[src/rtl/ahb_picomem_slave.sv]
// ahb_picomem_slave: AHB-Lite slave bridging single transfers onto a PicoRV32 native memory port.
// Define AHB_PICOMEM_TIMEOUT_EN to abort stalled memory requests with an ERROR after TIMEOUT_CYCLES.
module ahb_picomem_slave #(
  parameter int TIMEOUT_CYCLES = 256,
  parameter int CNT_W = 9
) (
  input  logic        clk,
  input  logic        resetn,
  input  logic        hsel,
  input  logic [31:0] haddr,
  input  logic [1:0]  htrans,
  input  logic        hwrite,
  input  logic [2:0]  hsize,
  input  logic [3:0]  hprot,
  input  logic [31:0] hwdata,
  input  logic        hready,
  output logic        hreadyout,
  output logic        hresp,
  output logic [31:0] hrdata,
  output logic        mem_valid,
  output logic        mem_instr,
  input  logic        mem_ready,
  output logic [31:0] mem_addr,
  output logic [31:0] mem_wdata,
  output logic [3:0]  mem_wstrb,
  input  logic [31:0] mem_rdata
);
  typedef enum logic [2:0] {IDLE, WDAT, MEM, DONE, ERR1, ERR2} state_t;
  state_t state;
  logic accept, legal, expired;
  logic [3:0] strb;
  logic unused_bits;
  assign unused_bits = &{1'b0, hprot[3:1], htrans[0]};
  assign accept = hsel & htrans[1] & hready & (state == IDLE || state == DONE);
  assign legal = hsize == 3'b000 || (hsize == 3'b001 && !haddr[0]) ||
                 (hsize == 3'b010 && haddr[1:0] == 2'b00);
  // Big-endian lanes: byte address 0 lives in bits 31:24
  assign strb = hsize == 3'b000 ? 4'b1000 >> haddr[1:0] :
                hsize == 3'b001 ? (haddr[1] ? 4'b0011 : 4'b1100) : 4'b1111;
`ifdef AHB_PICOMEM_TIMEOUT_EN
  logic [CNT_W-1:0] cnt;
  always_ff @(posedge clk or negedge resetn)
    if (!resetn) cnt <= '0;
    else cnt <= state == MEM ? cnt + 1'b1 : '0;
  assign expired = cnt == CNT_W'(TIMEOUT_CYCLES - 1);
`else
  assign expired = 1'b0;
`endif
  always_ff @(posedge clk or negedge resetn) begin
    if (!resetn) begin
      state <= IDLE;
      hreadyout <= 1'b1;
      hresp <= 1'b0;
      hrdata <= '0;
      mem_valid <= 1'b0;
      mem_instr <= 1'b0;
      mem_addr <= '0;
      mem_wdata <= '0;
      mem_wstrb <= '0;
    end else begin
      case (state)
        IDLE, DONE: begin
          if (accept && !legal) begin
            state <= ERR1;
            hreadyout <= 1'b0;
            hresp <= 1'b1;
          end else if (accept) begin
            state <= hwrite ? WDAT : MEM;
            hreadyout <= 1'b0;
            mem_valid <= !hwrite;
            mem_addr <= {haddr[31:2], 2'b00};
            mem_instr <= ~hprot[0];
            mem_wstrb <= hwrite ? strb : 4'b0000;
          end else begin
            state <= IDLE;
            hreadyout <= 1'b1;
            hresp <= 1'b0;
          end
        end
        WDAT: begin
          state <= MEM;
          mem_wdata <= hwdata;
          mem_valid <= 1'b1;
        end
        MEM: begin
          if (mem_ready) begin
            state <= DONE;
            mem_valid <= 1'b0;
            hreadyout <= 1'b1;
            if (mem_wstrb == 4'b0000) hrdata <= mem_rdata;
          end else if (expired) begin
            state <= ERR1;
            mem_valid <= 1'b0;
            hresp <= 1'b1;
          end
        end
        ERR1: begin
          state <= ERR2;
          hreadyout <= 1'b1;
        end
        ERR2: begin
          state <= IDLE;
          hresp <= 1'b0;
        end
        default: state <= IDLE;
      endcase
    end
  end
endmodule

[config.mk]
export PLATFORM = sky130hd
export DESIGN_NAME = ahb_picomem_slave
export DESIGN_NICKNAME = d
export VERILOG_FILES = /design/src/rtl/ahb_picomem_slave.sv
export SDC_FILE = /design/constraint.sdc
export NUM_CORES = 1
export LEC_CHECK = 0
export CAP_MARGIN = 20
export CORE_ASPECT_RATIO = 1.25
export CORE_UTILIZATION = 36
export DETAILED_ROUTE_END_ITERATION = 16
export PLACE_DENSITY = 0.77
export SYNTH_ARGS = -nofsm -noshare
export SYNTH_HDL_FRONTEND = slang
export SYNTH_SLANG_ARGS = --single-unit
[constraint.sdc]
create_clock -name clk -period 1.9 [get_ports clk]
set_input_delay 0.475 -clock clk [delete_from_list [all_inputs] [get_ports clk]]
set_output_delay 0.475 -clock clk [all_outputs]
set_load 0.01 [all_outputs]
==> After elaboration in Yosys (flattened, before gate mapping) <==
Cells that the tools add are included.
{ "word_totals": {"reg_bits": 105, "inputBits": 111, "out_inout_bits": 104, "elab_cells": 68} }
{ "op_classes": {"eq_ne": 11, "shifts": 1, "mux": 20, "bitwise_logic": 5, "reduce_logical": 22} }
{ "ops": {"columns": ["op", "n"], "rows": [
  ["2-to-1 mux 4 bit", 4],
  ["one-hot mux 3 bit (4 select lines)", 1],
  ["== test 3 x 2 -> 1 bit, second input constant", 3],
  ["2-to-1 mux 1 bit", 8],
  ["== test 3 x 1 -> 1 bit, second input constant", 2],
  ["== test 3 bit, second input constant", 2],
  ["logical NOT 3 bit", 2],
  ["2-to-1 mux 3 bit", 2],
  ["!= test 2 bit, second input constant", 3],
  ["one-hot mux 1 bit (3 select lines)", 2],
  ["AND reduction 3 bit", 2],
  ["nonzero test 3 bit", 2],
  ["logical NOT 4 bit", 1],
  ["2-to-1 mux 2 bit", 2],
  ["AND reduction 2 bit", 2],
  ["AND reduction 4 bit", 1],
  ["right shift 4 x 2 -> 4 bit, first input constant", 1],
  ["bitwise AND 1 bit", 3],
  ["logical AND 1 bit", 3],
  ["logical NOT 1 bit", 3],
  ["logical OR 1 bit", 3],
  ["!= test 3 bit, second input constant", 1],
  ["logical NOT 2 bit", 1],
  ["inverter 1 bit", 2],
  ["3 further kinds", 3]
]} }

==> Logic depth before layout (Yosys ltp) <==
Gate-level depths: netlist of the first run.
{ "depth": {"ltp_word": 8, "ltp_mapped": 6, "depth_no_buf": 4} }

==> Worst setup path before layout of the first run <==
No wires, ideal clock.
{ "synth_timing": {"path_type": "input-to-reg", "start": "input port hsize[0]", "end": "register mem_addr[10]", "setup_ns": 0.125, "arrival_ns": 1.828, "required_ns": 1.775, "setup_slack_ns": -0.053, "stages": 4, "path_buffers": 1, "path_cell_list": "or3_4 > a2111oi_4 > buf_6 > mux2_2"} }
{ "synth_via": {"elab_chain_cells": 8, "elab_cells_between_ends": 11, "cone_classes": "eq/ne: 2; bitwise: 1; reduce/logical: 8"} }
{ "synth_lines": {"columns": ["element", "line", "text"], "rows": [
  ["start: declaration", "13", "input logic [2:0] hsize,"],
  ["== test 3 x 1 -> 1 bit", "35", "assign legal = hsize == 3'b000 || (hsize == 3'b001 && !haddr[0]) ||"],
  ["logical AND 1 bit", "35", null],
  ["logical OR 1 bit", "35", null],
  ["logical OR 1 bit (*)", "35", null],
  ["logical NOT 1 bit (*)", "63", "if (accept && !legal) begin"],
  ["logical AND 1 bit (*)", "63", null],
  ["inverter 1 bit (no source line) (*)", null, null],
  ["AND reduction 3 bit (no source line) (*)", null, null],
  ["end signal: assignment", "71", "mem_addr <= {haddr[31:2], 2'b00};"],
  ["end: declaration", "23", "output logic [31:0] mem_addr,"]
]} }
Mark *: on every way between the ends. The rest lies on a longest branch, timed or not.
A chain may end at the register's enable or synchronous reset.

==> Final worst setup path of the first run <==
{ "layout_timing": {"start": "input port haddr[0]", "end": "register mem_addr[22]"} }
{ "layout_via": {"elab_chain_cells": 8, "elab_cells_between_ends": 10, "cone_classes": "bitwise: 1; reduce/logical: 9"} }
{ "layout_lines": {"columns": ["element", "line", "text"], "rows": [
  ["start: declaration", "10", "input logic [31:0] haddr,"],
  ["logical NOT 1 bit", "35", null],
  ["logical AND 1 bit", "35", null],
  ["logical OR 1 bit", "35", null],
  ["logical OR 1 bit (*)", "35", null],
  ["logical NOT 1 bit (*)", "63", null],
  ["logical AND 1 bit (*)", "63", null],
  ["inverter 1 bit (no source line) (*)", null, null],
  ["AND reduction 3 bit (no source line) (*)", null, null]
]} }
Marked as above.

==> metrics, run 1 <==
GR Util met3=0.0554; R2R Setup Slk=around 0.090 ns; FF-to-FF path depth=4; worst r2r src=state[2]; CTS Root Cell=clkbuf_16; max-slew violation count=0; Final Cell Area=0.00698 sq mm; CTS tree=done; register share of total power=0.375; max_cap viols=0; Synth Area in Adders=0; GPL Wtd Cong=~0.8; clock share of power=0.185; clock transition at the registers of the reported paths=approximately 0.07 ns; core footprint=about 0.011 sq mm; Worst Hold Class=in2async; die height=~120 microns; largest net degree at the start of global routing=between 50 and 60; startpoint types=input pin; Final period util=0.970; min Tclk post-route=1.84 ns; CTS sink cnt=105; row count=43; Synth Area in XOR/XNOR=0.00416; # diodes=0; Comb pwr share=0.439; commonest cells in the synthesized netlist=104 x dfrtp_1, 91 x mux2_2, 12 x o21ai_0; DR iter-0 viols=63; gr busiest metal=met2; CTS buffer count=9; Main synth FF type=dfrtp_1; highest clock rate=about 540 MHz; RSZ-0062 raised after global routing=yes; met2 GRT Util=0.315; ANT nets after route=0; critical path class=in2reg; Synth cell types=35; switching pwr=roughly 0.0028 W; initial core utilization=0.375; initial antenna violation count=0; most common cell in the netlist=dfrtp_1; Clock Skew=0.00462 ns; Nets=629; final hold slack=between 0.04 and 0.05 ns; Clock Path Buffers=2; Area Overhead vs Synth=65.8%; Via density=around 4.8; final global-route overflow total=0; share of the yosys chip area belonging to registers=0.624; PortBufs=between 200 and 250; Routed WL=~11000 microns; Synth Area in Compound Gates=0.0437; combinational family with the most area after synthesis=multiplexers; Synth top area share=0.618; EDFF count, synth=0; outcome=completed; Die W=a little under 100 microns; DR DRC count=0; VDD IR max=around 700 uV; Setup crit end kind=register; wire per inst=around 16 microns; top post-synthesis cells by area=dfrtp_1 62%, mux2_2 24%, o21ai_0 1.4%; Final Hold Fails=0; flops & latches, synth=105; io pins=around 220; DP HPWL=7700 microns; Synth async-reset ratio=1.00; CTS HTree Levels=3; Total GRT Usage=0.177; DP Area=between 0.006 and 0.007 sq mm; post-synthesis instance area=roughly 0.0042 sq mm; warnings from Yosys=0; switching power share of the total=0.286; 1st-pass router iterations=4; Int Pwr=around 0.0071 W; Required @ worst endpoint=2.13 ns; first-pass GRT wire length=~16000 microns; routed via count=approximately 3200; CP max stage delay=around 0.39 ns; Worst EP arrival=just over 2 ns; simple-gate share of the synthesized area=0.0386; crit path cell chain=buf_4, or3_4, a2111oi_4, bufbuf_16, mux2_2; RR Endpoint=mem_addr[22]; layout cells sized above 1=0.270; Critical Path Slowest Stage Cell=a2111oi_4; post-synth top area cell=dfrtp_1; Setup-failing EPs final=0; Mapped Cells=289; critical path fanouts, max=15; Sum Neg Setup Slack=0 ns; Pwr Density=approximately 1400 mW/mm^2; static leakage=3.08 nW; Clock Latency Late Sink=approximately 0.34 ns; Die ar.=0.0121 sq mm; mux contribution to synthesized area=0.254; vias in the first global route=3325; Mean Syn Cell Area=14.6 sq um; met1 Track Usage GR=0.192
layer usage:
layer,vias to the layer above,part of all wire
met5,-,0
met4,0,0.020
met3,14,0.076
met2,137,0.53
met1,1554,0.38
li1,1450,-
critical path, delay by kind of cell:
kind                   cells  cell delay [ns]
buffers and inverters      2             0.49
and+or+nand+nor            1             0.38
muxes                      1             0.34
AOI/OAI and AO/OA          1             0.39
final cells by class:
class                           instances  area (sq um)
Fill cell                             859          4260
Clock inverter                          3          40.0
Multi-Input combinational cell        158          1500
Tap cell                              135           169
Clock buffer                           12           256
Sequential cell                       105          2630
Timing Repair Buffer                  235          2350
Inverter                                9          33.8
flip-flops by register name, indices dropped and copies added (netlist names):
| signal | count |
|---|---|
| mem_valid | 1 |
| hrdata | 32 |
| hresp | 1 |
| mem_wdata | 32 |
| state | 3 |
| mem_instr | 1 |
| hreadyout | 1 |
| mem_wstrb | 4 |
| mem_addr | 30 |
logic make-up after synthesis:
group                  after synthesis
AO/OA/AOI/OAI                       27
XOR/XNOR                             2
buffers and inverters               27
flip-flops                         105
multiplexers                        95
other                                1
AND/OR/NAND/NOR                     32
worst max path at each step:
stage	from	to	slack (ns)
floorplan	hsize[0]	mem_addr[10]	-0.05
global placement	haddr[0]	mem_addr[9]	-0.52
detailed placement	haddr[0]	mem_addr[30]	-0.60
CTS	state[2]	mem_addr[24]	-0.06
global route	state[2]	mem_addr[22]	-0.005
finish	haddr[0]	mem_addr[22]	0.06
power by group through the flow:
stage	registers (W)	clock network [W]	logic, W
3_5_place_dp	0.00375	0	0.00428
6_report	0.00372	0.00184	0.00435
2_1_floorplan	0.00415	0	0.00132
4_1_cts	0.00373	0.00190	0.00442
3_3_place_gp	0.00370	0	0.00419
5_1_grt	0.00384	0.00198	0.00464
cells in the final DEF, fill, tap and decap left out, types with 2 or more instances in the layout:
| cell type | Yosys | layout |
|---|---|---|
| a21o_1 | 2 | 2 |
| a21oi_1 | 6 | 6 |
| buf_12 | 0 | 5 |
| buf_4 | 3 | 23 |
| clkbuf_16 | 0 | 9 |
| clkbuf_8 | 0 | 2 |
| clkdlybuf4s50_1 | 0 | 199 |
| clkinv_2 | 0 | 2 |
| conb_1 | 1 | 2 |
| dfrtp_1 | 104 | 104 |
| dlygate4sd2_1 | 0 | 5 |
| inv_1 | 9 | 9 |
| mux2_1 | 3 | 3 |
| mux2_2 | 91 | 75 |
| mux2_4 | 0 | 16 |
| nand2_1 | 6 | 6 |
| nand2b_1 | 2 | 2 |
| nand3_1 | 6 | 6 |
| nor2_1 | 9 | 8 |
| nor2b_1 | 2 | 2 |
| o21ai_0 | 12 | 12 |
timing repair:
item / in CTS / in global routing
gates resized for setup: 33 / 2
setup buffers: 7 / 1
gates cloned: 2 / 0
hold buffers: 0 / 0
pin swaps: 3 / 2
endpoints found under the setup margin: 34 / 36
through the flow:
stage	utilization	instances	power [W]	worst slack (ns)
4_1_cts	0.624	658	0.0100	-0.0551
3_5_place_dp	0.583	635	0.00803	-0.599
6_report	0.621	657	0.00991	0.0568
3_3_place_gp	0.583	635	0.00789	-0.524
5_1_grt	0.621	657	0.0105	-0.00530
2_1_floorplan	-	290	0.00547	-0.0530
(Power assumes the default switching activity.)
==> run 2: changes to the inputs <==
==> constraint.sdc (replaced) <==
create_clock -name clk -period 1.9 [get_ports clk]
set_input_delay 0.285 -clock clk [delete_from_list [all_inputs] [get_ports clk]]
set_output_delay 0.285 -clock clk [all_outputs]
set_load 0.01 [all_outputs]
==> run 2 against run 1 <==
Effect of this change:
- non-clock buffer count decreased by 2
- fmax decreased by 0.30%
- sequential power about the same
- highest routed layer unchanged
- via count decreased by 1.5%
- register-to-register slack about the same
- flip-flop and latch count unchanged
- largest cell class unchanged
==> metrics, run 2 (synthesized netlist as in run 1, its figures left out) <==
CTS Root Cell=clkbuf_16; Final Hold Fails=0 (unchanged); io pins=215 (unchanged); startpoint types=input pin; Required @ worst endpoint=2.13 ns (about the same); core footprint=0.0112 sq mm (unchanged); DR iter-0 viols=69 (+9.5%); 1st-pass router iterations=4 (unchanged); Die ar.=0.0121 sq mm (unchanged); max-slew violation count=0 (unchanged); Worst EP arrival=2.07 ns (about the same); final std cells w/o fill=654 (-0.46%); vias in the first global route=3448 (+3.7%); CP max stage delay=0.39 ns (about the same); crit path cell chain=dlygate4sd2_1, or3_4, a2111oi_4, buf_4, bufbuf_16, mux2_2; Final period util=0.973 (+0.00296); VDD IR max=733 uV (+4.6%); Total GRT Usage=0.177 (+0.000198); FILL cells=886 (+3.1%); initial antenna violation count=0 (unchanged); most frequent cells in the layout=204 x clkdlybuf4s50_1, 104 x dfrtp_1, 91 x mux2_2; ANT nets after route=0 (unchanged); Clock Path Buffers=2 (unchanged); routed via count=3109 (-1.5%); max_cap viols=0 (unchanged); Setup crit end kind=register; outcome=completed; # diodes=0 (unchanged); CTS HTree Levels=3 (unchanged); CTS sink cnt=105 (unchanged); largest net degree at the start of global routing=47 (-18%); GPL Wtd Cong=0.772 (-3.6%); final setup margin=0.0512 ns (-0.00561 ns); Area Overhead vs Synth=64.9%; Nets=627 (-0.32%); DP HPWL=7820 microns (+1.5%); Clock Latency Late Sink=0.34 ns (about the same); Clock Skew=0.00758 ns (+0.00296 ns); row count=43 (unchanged); CTS tree=done; PortBufs=208 (unchanged); initial core utilization=0.375 (unchanged); static leakage=3.05 nW (-1.1%); commonest non-fill, non-tap cell in the layout=clkdlybuf4s50_1; min Tclk post-route=1.85 ns (+0.00561 ns); final global-route overflow total=0 (unchanged); Die W=98.7 microns (unchanged); final hold slack=0.332 ns (+0.284 ns); highest clock rate=541 MHz (-0.30%); Critical Path Slowest Stage Cell=or3_4; Routed WL=10500 microns (-0.55%); Setup-failing EPs final=0 (unchanged); Worst Path Buf+Inv=3 (+1); Pwr Density=1420 mW/mm^2 (-0.12%); first-pass GRT wire length=16600 microns (+1.7%); crit-path leading delay family=buffers and inverters; critical path class=in2reg; Via density=4.75 (-1.0%); Worst Hold Class=in2async; Setup Slack @ Placement=-0.422 ns (+0.177 ns); CTS buffer count=9 (unchanged); RSZ-0062 raised after global routing=no; placed cells=632 (-0.47%); critical path fanouts, max=7 (-8); clock transition at the registers of the reported paths=0.07 ns (about the same); DR DRC count=0 (unchanged); wire per inst=16.0 microns (about the same); Largest regs=hrdata: 32 flops, mem_wdata: 32 flops, mem_addr: 30 flops; die height=123 microns (unchanged); layout cells sized above 1=0.258 (-0.0119)
## run 2: worst paths after layout
check,start,endpoint,slack [ns],cells after the start
max,haddr[0],mem_addr[16],0.05,6
min,resetn,mem_wstrb[2],0.33,2
max reg2reg,state[0],mem_addr[16],0.09,5
min reg2reg,mem_addr[6],mem_addr[6],0.49,1
max in group asynchronous,resetn,mem_addr[5],0.99,3
min in group clk,mem_addr[6],mem_addr[6],0.49,1
## run 2: where the power goes
part,internal [W],switching (W)
sequential,0.00321,0.000501
combinational,0.00270,0.00155
clock,0.00114,0.000751
total,0.00705,0.00280
## run 2: timing repair
| action | in CTS | in global routing |
|---|---|---|
| pin swaps | 1 | 2 |
| cloned | 3 | 0 |
| setup buffers | 3 | 1 |
| gates resized for setup | 4 | 0 |
| hold buffers | 1 | 0 |
| setup endpoints to repair | 30 | 23 |
| endpoints found under the hold margin | 9 | 0 |
## run 2: layout make-up
type                            instances  area, sq um  area share
Clock buffer                           10          229      0.0330
Clock inverter                          4         70.1      0.0101
Inverter                                9         33.8     0.00486
Multi-Input combinational cell        158         1440       0.208
Sequential cell                       105         2630       0.378
Tap cell                              135          169      0.0243
Timing Repair Buffer                  233         2370       0.342
## run 2: per-stage QoR
stage	power (W)	TNS (ns)	instance area, sq um	utilization
2_1_floorplan	0.00547	0	4220	-
3_3_place_gp	0.00788	-12.00	6530	0.581
3_5_place_dp	0.00802	-14.14	6530	0.581
4_1_cts	0.00998	0	6940	0.617
5_1_grt	0.0104	0	6950	0.618
6_report	0.00985	0	6950	0.618
## run 2: routing by layer
layer | track usage | wire, microns | vias up
met3 | 0.0650 | 888 | 13
met5 | 0 | 0 | -
met1 | 0.191 | 3890 | 1515
met4 | 0.0634 | 162 | 0
met2 | 0.320 | 5540 | 124
li1 | - | - | 1457
## run 2: worst register-to-register path, cell delays in order (launching register included)
cell       delay, ns
dfrtp_1         0.39
xor2_1          0.19
a2111oi_4       0.34
buf_4           0.18
bufbuf_16       0.26
mux2_2          0.33
